[src/rtl/frame_flush_sequencer.sv]
// Copies the on-chip frame buffer to SDRAM over Avalon-MM, one word per pixel.
// Define FLUSH_PAD_EN to pad the rest of the SDRAM frame with black words.
module frame_flush_sequencer #(
  parameter logic [25:0] BASE_ADDR    = 26'd0,
  parameter int          IMG_PIXELS   = 102400,
  parameter int          FRAME_PIXELS = 307200
) (
  input  logic        clk,
  input  logic        reset,
  input  logic        frame_ready,
  output logic [16:0] buf_raddr,
  input  logic [23:0] buf_rdata,
  output logic        SD_write,
  output logic [25:0] SD_address,
  output logic [31:0] SD_wdata,
  input  logic        waitrequest,
  output logic        busy,
  output logic        finished
);

  typedef enum logic [2:0] {
    IDLE,
    FETCH,
    WRITE,
`ifdef FLUSH_PAD_EN
    PAD,
`endif
    DONE
  } state_t;

  localparam logic [18:0] IMG_END   = 19'(IMG_PIXELS);
  localparam logic [18:0] FRAME_END = 19'(FRAME_PIXELS);

  state_t      state, state_next;
  logic [18:0] wc, wc_next, wc_inc;
  logic        write_next;
  logic [25:0] addr_next;
  logic [31:0] wdata_next;
  logic        accept;

  function automatic logic [25:0] word_addr(input logic [18:0] n);
    return BASE_ADDR + {5'd0, n, 2'b00};
  endfunction

  assign accept   = SD_write && !waitrequest;
  assign wc_inc   = wc + 19'd1;
  assign busy     = (state != IDLE);
  assign finished = (state == DONE);

  always_ff @(posedge clk or negedge reset) begin
    if (!reset) begin
      state      <= IDLE;
      wc         <= '0;
      SD_write   <= 1'b0;
      SD_address <= BASE_ADDR;
      SD_wdata   <= '0;
    end else begin
      state      <= state_next;
      wc         <= wc_next;
      SD_write   <= write_next;
      SD_address <= addr_next;
      SD_wdata   <= wdata_next;
    end
  end

  // buf_raddr is presented combinationally so the RAM registers it on the edge
  // entering FETCH and its data is ready by the end of FETCH.
  always_comb begin
    state_next = state;
    wc_next    = wc;
    write_next = SD_write;
    addr_next  = SD_address;
    wdata_next = SD_wdata;
    buf_raddr  = wc[16:0];
    case (state)
      IDLE: begin
        buf_raddr = '0;
        if (frame_ready) begin
          wc_next    = '0;
          state_next = FETCH;
        end
      end
      FETCH: begin
        wdata_next = {8'h00, buf_rdata[7:0], buf_rdata[15:8], buf_rdata[23:16]};
        addr_next  = word_addr(wc);
        write_next = 1'b1;
        state_next = WRITE;
      end
      WRITE: begin
        if (accept) begin
          wc_next = wc_inc;
          if (wc_inc < IMG_END && wc_inc < FRAME_END) begin
            buf_raddr  = wc_inc[16:0];
            write_next = 1'b0;
            state_next = FETCH;
`ifdef FLUSH_PAD_EN
          end else if (wc_inc < FRAME_END) begin
            wdata_next = '0;
            addr_next  = word_addr(wc_inc);
            state_next = PAD;
`endif
          end else begin
            write_next = 1'b0;
            state_next = DONE;
          end
        end
      end
`ifdef FLUSH_PAD_EN
      // Padding keeps SD_write high and streams one black word per accept.
      PAD: begin
        if (accept) begin
          wc_next = wc_inc;
          if (wc_inc < FRAME_END) begin
            addr_next = word_addr(wc_inc);
          end else begin
            write_next = 1'b0;
            state_next = DONE;
          end
        end
      end
`endif
      DONE: begin
        state_next = IDLE;
      end
      default: begin
        state_next = IDLE;
      end
    endcase
  end

endmodule

[config.mk]
export PLATFORM = sky130hd
export DESIGN_NAME = frame_flush_sequencer
export DESIGN_NICKNAME = d
export VERILOG_FILES = /design/src/rtl/frame_flush_sequencer.sv
export SDC_FILE = /design/constraint.sdc
export NUM_CORES = 1
export LEC_CHECK = 0
export BUFFER_PORTS_ARGS = -buffer_cell sky130_fd_sc_hd__clkbuf_2
export CAP_MARGIN = 15
export CORE_MARGIN = 8
export CORE_UTILIZATION = 47
export CTS_CLUSTER_SIZE = 40
export DETAILED_ROUTE_END_ITERATION = 8
export PLACE_DENSITY_LB_ADDON = 0.2
export SLEW_MARGIN = 20
export SYNTH_ARGS = -nofsm -noshare
export SYNTH_HDL_FRONTEND = slang
export SYNTH_SLANG_ARGS = --single-unit
[constraint.sdc]
create_clock -name clk -period 2.5 [get_ports clk]
set_clock_uncertainty 0.05 [all_clocks]
set_input_delay 0.125 -clock clk [delete_from_list [all_inputs] [get_ports clk]]
set_output_delay 0.125 -clock clk [all_outputs]
set_load 0.02 [all_outputs]
**Word-level counts from Yosys, hierarchy flattened**

Cells that the tools add are included.

- Bits in registers: 66
- Bits in latches: 0
- Memory bits (writable): 0
- ROM bits: 0
- Bits of input ports: 28
- Output and inout bits: 78
- Word-level logic and storage cells: 35
- Memories: 0

- $add $sub $neg: 1
- $mul: 0
- Div/mod/pow operators: 0
- Magnitude comparators: 2
- Equality and inequality tests: 5
- Shift-type cells: 0
- Mux-type cells: 12
- Bitwise gates (word level): 0
- Reduce and logical (&&, ||, !) cells: 10

Operator list:

| cell | number |
|---|---|
| $mux 19 | 2 |
| $pmux 19 s2 | 1 |
| $mux 17 | 2 |
| $pmux 17 s2 | 1 |
| $add 19x1->19 const B | 1 |
| $lt 19x17->1 const B | 1 |
| $lt 19x19->1 const B | 1 |
| $pmux 3 s3 | 1 |
| $eq 3x2->1 const B | 2 |
| $mux 3 | 2 |
| $ne 2x2->1 const B | 2 |
| $reduce_and 2->1 | 2 |
| $reduce_bool 2->1 | 2 |
| $eq 3x1->1 const B | 1 |
| $logic_not 3->1 | 1 |
| $reduce_and 3->1 | 1 |
| $reduce_bool 3->1 | 1 |
| $logic_and 1x1->1 | 2 |
| $mux 2 | 1 |
| $pmux 1 s2 | 1 |
| $logic_not 1->1 | 1 |
| $mux 1 | 1 |

**Depth between registers and ports, before layout**

Gate-level depths: netlist (run 1).

- Depth after elaboration: 6
- Mapped depth: 9
- Depth with buffers taken out: 7

**Least setup slack after synthesis (run 1)**

Ideal clock, no wire load.

- Path type: reg2out
- Start: register wc[1]
- End: output port buf_raddr[11]
- Arrival: 2.710 ns
- Data required time: 2.325 ns
- Slack: -0.385 ns
- Cell stages (with the launch flop): 9
- Cells stage by stage: dfrtp_1 ha_1 nand4_1 or3_1 o31ai_1 or4_1 buf_2 nand2_1 o41ai_1

- Word-level cells in the longest chain between the ends: 6
- Elaborated cells on any way between the ends: 7

RTL lines:

| what | RTL line | text |
|---|---|---|
| start, declared | 35 | `logic [18:0] wc, wc_next, wc_inc;` |
| start signal, assigned | 59 | `wc <= wc_next;` |
| $add 19x1->19 * | 46 | `assign wc_inc = wc + 19'd1;` |
| $lt 19x17->1 or $lt 19x19->1 (tied branches) | 92 | `if (wc_inc < IMG_END && wc_inc < FRAME_END) begin` |
| $logic_and 1x1->1 | 92 |  |
| $mux 17 * | 92 |  |
| $mux 17 * | 90 | `if (accept) begin` |
| $pmux 17 s2 * | 75 | `case (state)` |
| end, declared | 11 | `output logic [16:0] buf_raddr,` |

Mark *: on every way between the ends. The rest lies on a longest branch, timed or not.

**Worst setup path after layout (run 1)**

- Start: register wc[1]
- End: output port buf_raddr[2]

The elaborated chain is that of the path after synthesis.

==> results of run 1 <==
## power breakdown
group	switching [mW]	internal, mW
registers	0.162	1.31
logic	1.18	0.795
clock network	0.439	0.592
total	1.78	2.69
## metrics by stage
stage	power (mW)	instances	worst slack [ns]	cell area, um^2
final	4.48	645	-0.531	5600
after global routing	4.71	645	-0.598	5600
after CTS	4.46	637	-0.435	5440
after detailed placement	3.37	585	-0.173	4640
after global placement	3.32	585	-0.138	4640
after floorplan	2.66	365	-0.106	3750
## layout by cell type, fill, tap and decap left out, types with 9 or more instances in the layout
cell and n:
clkbuf_8 13, buf_4 83, o31ai_1 9, dlygate4sd3_1 25
mux2_2 43, o21ai_0 20, conb_1 15, clkbuf_2 74
buf_6 12, dfrtp_1 64, inv_1 9, nor2_1 19
nand2_1 25
## worst max-delay path: cells and delay by family (launching register included)
kind	cells	cell delay (ns)
flops	1	0.36
compound gates	2	0.67
fa+ha+maj	1	0.18
simple gates	4	0.72
buf+inv	4	0.58
## repair_timing
| action | CTS | global route |
|---|---|---|
| pin swaps | 23 | 10 |
| endpoints found under the setup margin | 17 | 17 |
| hold buffers | 25 | 0 |
| buffers inserted | 11 | 8 |
| hold endpoints to repair | 52 | 0 |
| resized for setup | 48 | 30 |
## flip-flops by register name, summed over array words and instances (netlist names)
register / flops
wc: 19
SD_address: 19
SD_write: 1
state: 2
SD_wdata: 24
## kinds of logic (layout without fill, tap and decap cells)
group | after synthesis | in the layout | synth area share [%]
AO/OA/AOI/OAI | 81 | 81 | 15.7
XOR/XNOR | 2 | 2 | 0.491
adder cells (fa/ha/maj) | 1 | 1 | 0.351
buffers and inverters | 50 | 231 | 7.47
flip-flops | 65 | 65 | 45.6
multiplexers | 43 | 43 | 13.6
other | 1 | 15 | 0.105
AND/OR/NAND/NOR | 108 | 108 | 16.8
## area by class of cell
type                       instances  share of cell area [%]
tap                               99                    2.21
timing repair buffer             206                    27.3
clock inverter                     6                    1.61
sequential                        65                    29.1
clock buffer                      10                    2.46
inverter                           9                   0.603
multi-input combinational        250                    36.8
## routing by layer
layer	vias to the layer above	part of all wire [%]	wire (um)	track usage, %
met4	0	2.0	232	9.12
met1	1742	40	4620	26.7
met2	140	51	5870	37.7
li1	1651	-	-	-
met3	20	7.0	809	4.25
met5	-	0	0	0
## worst paths after layout
| check | from | end |
|---|---|---|
| max in group asynchronous | reset | SD_wdata[9] |
| min in group asynchronous | reset | SD_address[10] |
| hold / removal | frame_ready | state[0] |
| hold reg to reg | SD_wdata[2] | SD_wdata[2] |
| setup reg to reg | wc[1] | state[1] |
| setup / recovery | wc[1] | buf_raddr[2] |
==> flow_summary.ini, run 1 <==
[worst_setup_path]
critical_path_class = reg2out
crit_path_top_delay_cell = o311ai_1
r2r_cells = 9
crit_top_cell = buf_6
cp-start-kind = register
worst_ep_arrival_time_ns = 2.86
cp.required_ns = 2.33
crit_chain = ha_2 > nand4_1 > or3_4 > o31ai_4 > buf_6 > nor4_4 > buf_6 > buf_4 > o311ai_1 > nand3_2 > buf_8
reg2reg_slack_ns = 0.13
endpoint_kind = output pin
slowest_delay_ns = 0.42
crit_fanout = 7

[sta]
fin_tns_setup_ns = -6.90
finalCritPeriodShare_pct = 121
tightest_slew_ns = 0.691
setup-violations-final = 17
max_freq_ghz = 0.330
fin_hold_ws_ns = 0.209
slew_viol_final = 0
fin_crit_ns = 3.03
slew_headroom_pct = 53.9
rsz0062_at_grt = yes
layout_setup_ws_ns = -0.531
hold_viol_final = 0

[routing]
wl_um = 11500
drtIter0Drc = 228
drc = 0
vias = 3553
first_pass_iters = 4
ant_nets = 0
viasPerCell = 5.51
post_drt_wl_per_cell_um = 17.9

[cells_and_area]
multiInputGateArea_um2 = 2060
syn2layout_area_growth_pct = 57.0
utilization_pct = 76.8
n_fill_cell = 516
nets = 570
seqCellArea_um2 = 1630
n_antenna_cell = 0
drive_above_1_share_pct = 51.8

[clocking]
cts_buffer_depth = 2
path_clk_slew_ns = 0.07
cts-root-buf = clkbuf_8
cts_tree = done
clock-sinks = 65
clock_latency_ns = 0.35
h-tree-depth = 3
cts_buffers = 9

[placed_design]
portBuffers = 90
globalplace.congestion = 0.930
dp_hpwl_um = 7950

[die]
ios = 106
die_x_um = 103
die_area_um2 = 10600
core_area_um2 = 7290
rows = 31
die_height_um = 103
initial_core_util_pct = 48.9

[logic_synthesis]
synth_seq_area_share_pct = 45.6
synthArstFlopShare_pct = 100
yosysTopAreaCell = dfrtp_1
syn_area_per_cell_um2 = 10.2
synthTopCellsByCount = dfrtp_1, mux2_2, nand2_1
synthFlopType = dfrtp_1
ys_ff_latch = 65
yosysMostFrequentCell = dfrtp_1
synth_top_area_share_pct = 45.6
synthDistinctLibCells = 54
synth_edf_count = 0
synth_area_leaders = dfrtp_1, mux2_2, buf_4, o21ai_0, nand2_1
netlist_instances = 351
synth_warnings = 0
synth_area_um2 = 3570

[power_and_ir_drop]
p_leak_nw = 2.71
power_per_cell_area_nw_per_um2 = 799
ir_drop_mv = 0.563

[global_route]
grt_pass1_wl_um = 18200
track_usage_pct = 22.1
antenna_found_initial = 0
grt-ovfl-total = 0
grt_start_max_net_pins = 38
grt_pass1_vias = 3595

[outcome]
violations = negative setup slack
outcome = finished, violations left

[flow_run]
max_cap_viol_count = 0

[worst_hold_path]
min_delay_path_depth = 4
hp-class = in2reg
Note: power is estimated with default switching activity, not from simulation.
==> run 2, diff against run 1 <==
--- a/config.mk
+++ b/config.mk
@@ -7,6 +7,7 @@
 export LEC_CHECK = 0
 export BUFFER_PORTS_ARGS = -buffer_cell sky130_fd_sc_hd__clkbuf_2
 export CAP_MARGIN = 15
+export CORE_ASPECT_RATIO = 1.1
 export CORE_MARGIN = 8
 export CORE_UTILIZATION = 47
 export CTS_CLUSTER_SIZE = 40
==> run 2 against run 1 <==
Compared with the run above: the flow still finishes with violations (negative setup slack); total power decreased by 0.38%; sequential power about the same; combinational power is essentially flat; sequential share of layout area rose by 1.1 points; non-clock buffer count down 10; largest cell class unchanged; largest power group unchanged; highest routed layer unchanged.
==> flow_summary.ini, run 2 (synthesis gave the netlist of run 1 again) <==
[outcome]
outcome = finished, violations left
violations = negative setup slack

[power_and_ir_drop]
p_comb_share_pct = 43.7
p_sw_share_pct = 40.0
p_clk_share_pct = 23.0
p_int_mw = 2.68
seq_power_share_pct = 33.3
power.switching_mw = 1.78
ir_drop_mv = 0.881
power_per_cell_area_nw_per_um2 = 826
p_leak_nw = 2.61

[sta]
slew_headroom_pct = 61.0
setup-violations-final = 17
fin_hold_ws_ns = 0.213
fin_crit_ns = 3.00
layout_setup_ws_ns = -0.498
max_freq_ghz = 0.334
rsz0062_at_grt = yes
slew_viol_final = 0
finalCritPeriodShare_pct = 120
hold_viol_final = 0
tightest_slew_ns = 0.580

[clocking]
h-tree-depth = 3
clock-sinks = 65
clock_latency_ns = 0.35
cts_buffers = 9
path_clk_slew_ns = 0.07
cts_tree = done
cts-root-buf = clkbuf_8
cts_buffer_depth = 2

[die]
die_x_um = 99.1
ios = 106
initial_core_util_pct = 48.0
rows = 33
die_area_um2 = 10600
die_height_um = 107
core_area_um2 = 7430

[placed_design]
portBuffers = 90
placed_cell_area_um2 = 4630
dp_hpwl_um = 7710
place_ws_ns = -0.260
globalplace.congestion = 0.880

[routing]
ant_nets = 0
drc = 0
viasPerCell = 5.46
drtIter0Drc = 165
post_drt_wl_per_cell_um = 18.1
first_pass_iters = 4
wl_um = 11300
vias = 3403

[cells_and_area]
layout_commonest_cell = clkbuf_2
utilization_pct = 72.7
syn2layout_area_growth_pct = 51.4
largest_reg_flops = 24
layout_common_cells = clkbuf_2, buf_4, dfrtp_1
finish.instance_area_um2 = 5400
nets = 560
max_flop_register = SD_wdata
n_antenna_cell = 0
drive_above_1_share_pct = 49.3
reg_top3 = SD_wdata (24), SD_address (19), wc (19)

[worst_setup_path]
cp_top_family = compound AO/OA/AOI/OAI gates
crit_path_top_delay_cell = dfrtp_1
slowest_delay_ns = 0.37
critical_path_class = reg2out
cp.depth = 11
cp.required_ns = 2.33
timing.critical_path.buf_inv = 4
cp-start-kind = register
r2r_cells = 9
worst_ep_arrival_time_ns = 2.82
crit_fanout = 7
crit_chain = ha_2 > nand4_1 > buf_6 > buf_4 > o21ai_2 > and4_4 > o21ai_2 > buf_4 > o311a_1 > a221o_1 > buf_6
endpoint_kind = output pin

[worst_hold_path]
hp-class = in2reg
min_delay_path_depth = 4

[global_route]
grt_start_max_net_pins = 37
grt_pass1_wl_um = 18100
track_usage_pct = 21.3
grt_pass1_vias = 3626
grt-ovfl-total = 0
antenna_found_initial = 0

[flow_run]
max_cap_viol_count = 0
[run 2: layout make-up]
type / instances / area (um^2)
fill: 518 / 2030
multi-input combinational: 250 / 1990
sequential: 65 / 1630
timing repair buffer: 196 / 1420
clock buffer: 10 / 138
tap: 87 / 109
clock inverter: 6 / 90.1
inverter: 9 / 33.8
[run 2: layer usage]
metal  vias to the layer above  track usage (%)  part of all wire (%)
met1                      1640             22.9                    40
met2                       118             38.7                    51
met4                         0             7.58                   1.9
met3                        20             6.47                   6.7
met5                         -                0                     0
li1                       1625                -                     -
[run 2: power by group through the flow]
stage | sequential [mW] | clock, mW | combinational (mW)
floorplan | 1.74 | 0 | 0.921
global placement | 1.47 | 0 | 1.84
detailed placement | 1.49 | 0 | 1.87
CTS | 1.47 | 1.04 | 1.93
global route | 1.52 | 1.09 | 2.08
finish | 1.48 | 1.03 | 1.95
[run 2: worst paths after layout]
| path | slack (ns) | start | end |
|---|---|---|---|
| max | -0.50 | wc[0] | buf_raddr[13] |
| min | 0.21 | frame_ready | state[0] |
| max reg2reg | 0.14 | wc[0] | state[1] |
| min reg2reg | 0.46 | SD_address[17] | SD_address[17] |
| max in group asynchronous | 1.77 | reset | wc[7] |
| min in group asynchronous | 0.27 | reset | wc[3] |
[run 2: tightest hold or removal path, cell delays in order]
cell	delay, ns
clkbuf_2	0.08
a21oi_1	0.05
buf_4	0.20
inv_1	0.11
[run 2: metrics by stage]
stage	std cells	setup TNS [ns]	power, mW
global route	623	-9.51	4.69
global placement	575	-2.07	3.31
floorplan	365	-0.827	2.66
CTS	622	-7.15	4.44
finish	623	-7.48	4.46
detailed placement	575	-2.51	3.35
[run 2: what timing repair did]
item / in CTS / in global routing
buffers inserted: 7 / 1
hold buffers: 25 / 0
setup endpoints to repair: 17 / 18
gates resized for setup: 35 / 24
endpoints found under the hold margin: 89 / 0
pin swaps: 10 / 12
==> run 3, diff against run 2 <==
--- a/config.mk
+++ b/config.mk
@@ -13,6 +13,7 @@
 export CTS_CLUSTER_SIZE = 40
 export DETAILED_ROUTE_END_ITERATION = 8
 export PLACE_DENSITY_LB_ADDON = 0.2
+export SETUP_SLACK_MARGIN = 0.05
 export SLEW_MARGIN = 20
 export SYNTH_ARGS = -nofsm -noshare
 export SYNTH_HDL_FRONTEND = slang
==> constraint.sdc (replaced) <==
create_clock -name clk -period 2.5 [get_ports clk]
set_clock_uncertainty 0.05 [all_clocks]
set_input_delay 0.125 -clock clk [delete_from_list [all_inputs] [get_ports clk]]
set_output_delay 0.125 -clock clk [all_outputs]
set_load 0.05 [all_outputs]
==> run 3 against run 2 <==
Compared with the run above: the run still ends with negative setup slack left; critical path type unchanged; final area increased by 5.3%; largest cell class unchanged; die area stayed put; setup slack worse by 0.21 ns; sequential power about the same; worst hold slack worse by 0.071 ns; global-route usage grew 0.20 points; total power rose by 17%; critical endpoint is now buf_raddr[11].
==> flow_summary.ini, run 3 (synthesis gave the netlist of run 1 again) <==
[outcome]
outcome = finished, violations left
violations = negative setup slack

[clocking]
clock-sinks = 65
cts_buffer_depth = 2
cts_tree = done
h-tree-depth = 3
cts_buffers = 9
path_clk_slew_ns = 0.08
cts-root-buf = clkbuf_8
clock_latency_ns = 0.35

[sta]
rsz0062_at_grt = yes
finalCritPeriodShare_pct = 128
fin_crit_ns = 3.20
slew_viol_final = 0
max_freq_ghz = 0.312
layout_setup_ws_ns = -0.704
setup-violations-final = 17
hold_viol_final = 0

[worst_setup_path]
crit_path_top_delay_cell = o41ai_1
worst_ep_arrival_time_ns = 3.03
cp_top_family = compound AO/OA/AOI/OAI gates
crit_chain = ha_2 > nand4_1 > buf_4 > or3_4 > o31ai_4 > nor4_4 > buf_4 > o41ai_1 > buf_4 > o41ai_4 > buf_12
cp-start-kind = register
endpoint_kind = output pin
crit_top_cell = buf_4
cp.required_ns = 2.33
crit_fanout = 4
critical_path_class = reg2out
slowest_delay_ns = 0.47
timing.critical_path.buf_inv = 4

[global_route]
grt-ovfl-total = 0
grt_start_max_net_pins = 46
antenna_found_initial = 0
grt_pass1_vias = 3594
track_usage_pct = 21.5
grt_pass1_wl_um = 18200

[worst_hold_path]
hp-class = in2async

[die]
initial_core_util_pct = 48.0
die_area_um2 = 10600
rows = 33
core_area_um2 = 7430
die_x_um = 99.1
die_height_um = 107
ios = 106

[placed_design]
placed_cell_area_um2 = 4980
place_ws_ns = -0.358
portBuffers = 90
globalplace.congestion = 0.888
dp_hpwl_um = 7950

[routing]
viasPerCell = 5.66
drc = 0
wl_um = 11400
drtIter0Drc = 170
vias = 3494
first_pass_iters = 4
post_drt_wl_per_cell_um = 18.5
ant_nets = 0

[cells_and_area]
largest_reg_flops = 24
layout_commonest_cell = clkbuf_2
drive_above_1_share_pct = 51.5
syn2layout_area_growth_pct = 59.3
reg_top3 = SD_wdata (24), SD_address (19), wc (19)
max_flop_register = SD_wdata
finish.instance_area_um2 = 5690
n_antenna_cell = 0
nets = 554
utilization_pct = 76.5
layout_common_cells = clkbuf_2, buf_4, dfrtp_1

[power_and_ir_drop]
ir_drop_mv = 0.807
total_power_mw = 5.20
p_leak_nw = 2.65
power_per_cell_area_nw_per_um2 = 914

[flow_run]
max_cap_viol_count = 0
==> run 3: changes by cell type in the layout (fill, tap and decap cells not counted), moves of 3 or more <==
cell | previous run | this run
clkbuf_2 | 76 | 73
buf_12 | 0 | 18
buf_6 | 11 | 5
clkbuf_4 | 3 | 0
a211o_2 | 0 | 4
buf_4 | 75 | 68
a211o_1 | 4 | 0
nand3_4 | 0 | 3
==> run 3: per-stage QoR <==
stage / setup TNS, ns / hold slack [ns] / cells
global route: -10.54 / 0.159 / 617
finish: -8.99 / 0.142 / 617
CTS: -8.52 / 0.132 / 615
detailed placement: -4.24 / -0.0273 / 567
floorplan: -2.50 / -0.221 / 365
global placement: -2.64 / -0.0356 / 567
==> run 3: area by class of cell <==
class,count,area (um^2)
clock inverter,4,73.8
tap,87,109
inverter,9,33.8
multi-input combinational,250,2120
timing repair buffer,190,1560
fill,494,1750
sequential,65,1630
clock buffer,12,165
==> run 3: per-layer routing <==
| layer | part of all wire [%] | global-route usage, % | up-vias | wire [um] |
|---|---|---|---|---|
| met2 | 50 | 36.6 | 146 | 5730 |
| met3 | 7.6 | 5.76 | 23 | 863 |
| met1 | 40 | 24.6 | 1707 | 4550 |
| met4 | 2.4 | 10.5 | 0 | 269 |
| met5 | 0 | 0 | - | 0 |
| li1 | - | - | 1618 | - |
==> run 3: path summary, 6_finish.rpt <==
| path | endpoint | from | cells past startpoint | slack (ns) |
|---|---|---|---|---|
| setup reg to reg | state[1] | wc[1] | 11 | 0.02 |
| hold / removal | SD_address[12] | reset | 2 | 0.14 |
| max in group asynchronous | wc[0] | reset | 3 | 1.70 |
| min in group clk | state[0] | frame_ready | 4 | 0.23 |
| setup / recovery | buf_raddr[11] | wc[1] | 11 | -0.70 |
| hold reg to reg | SD_wdata[23] | SD_wdata[23] | 1 | 0.46 |
==> run 3: where the power goes <==
| group | leakage (nW) | switching [mW] | internal (mW) |
|---|---|---|---|
| clock network | 0.123 | 0.422 | 0.644 |
| registers | 0.845 | 0.163 | 1.31 |
| logic | 1.69 | 1.83 | 0.826 |
| total | 2.65 | 2.42 | 2.78 |
==> run 3: repair_timing <==
item,CTS,global route
endpoints found under the hold margin,89,0
buffers inserted,6,4
pin swaps,10,4
hold buffers,25,0
endpoints found under the setup margin,18,18
gates resized for setup,17,12
gates cloned,1,0
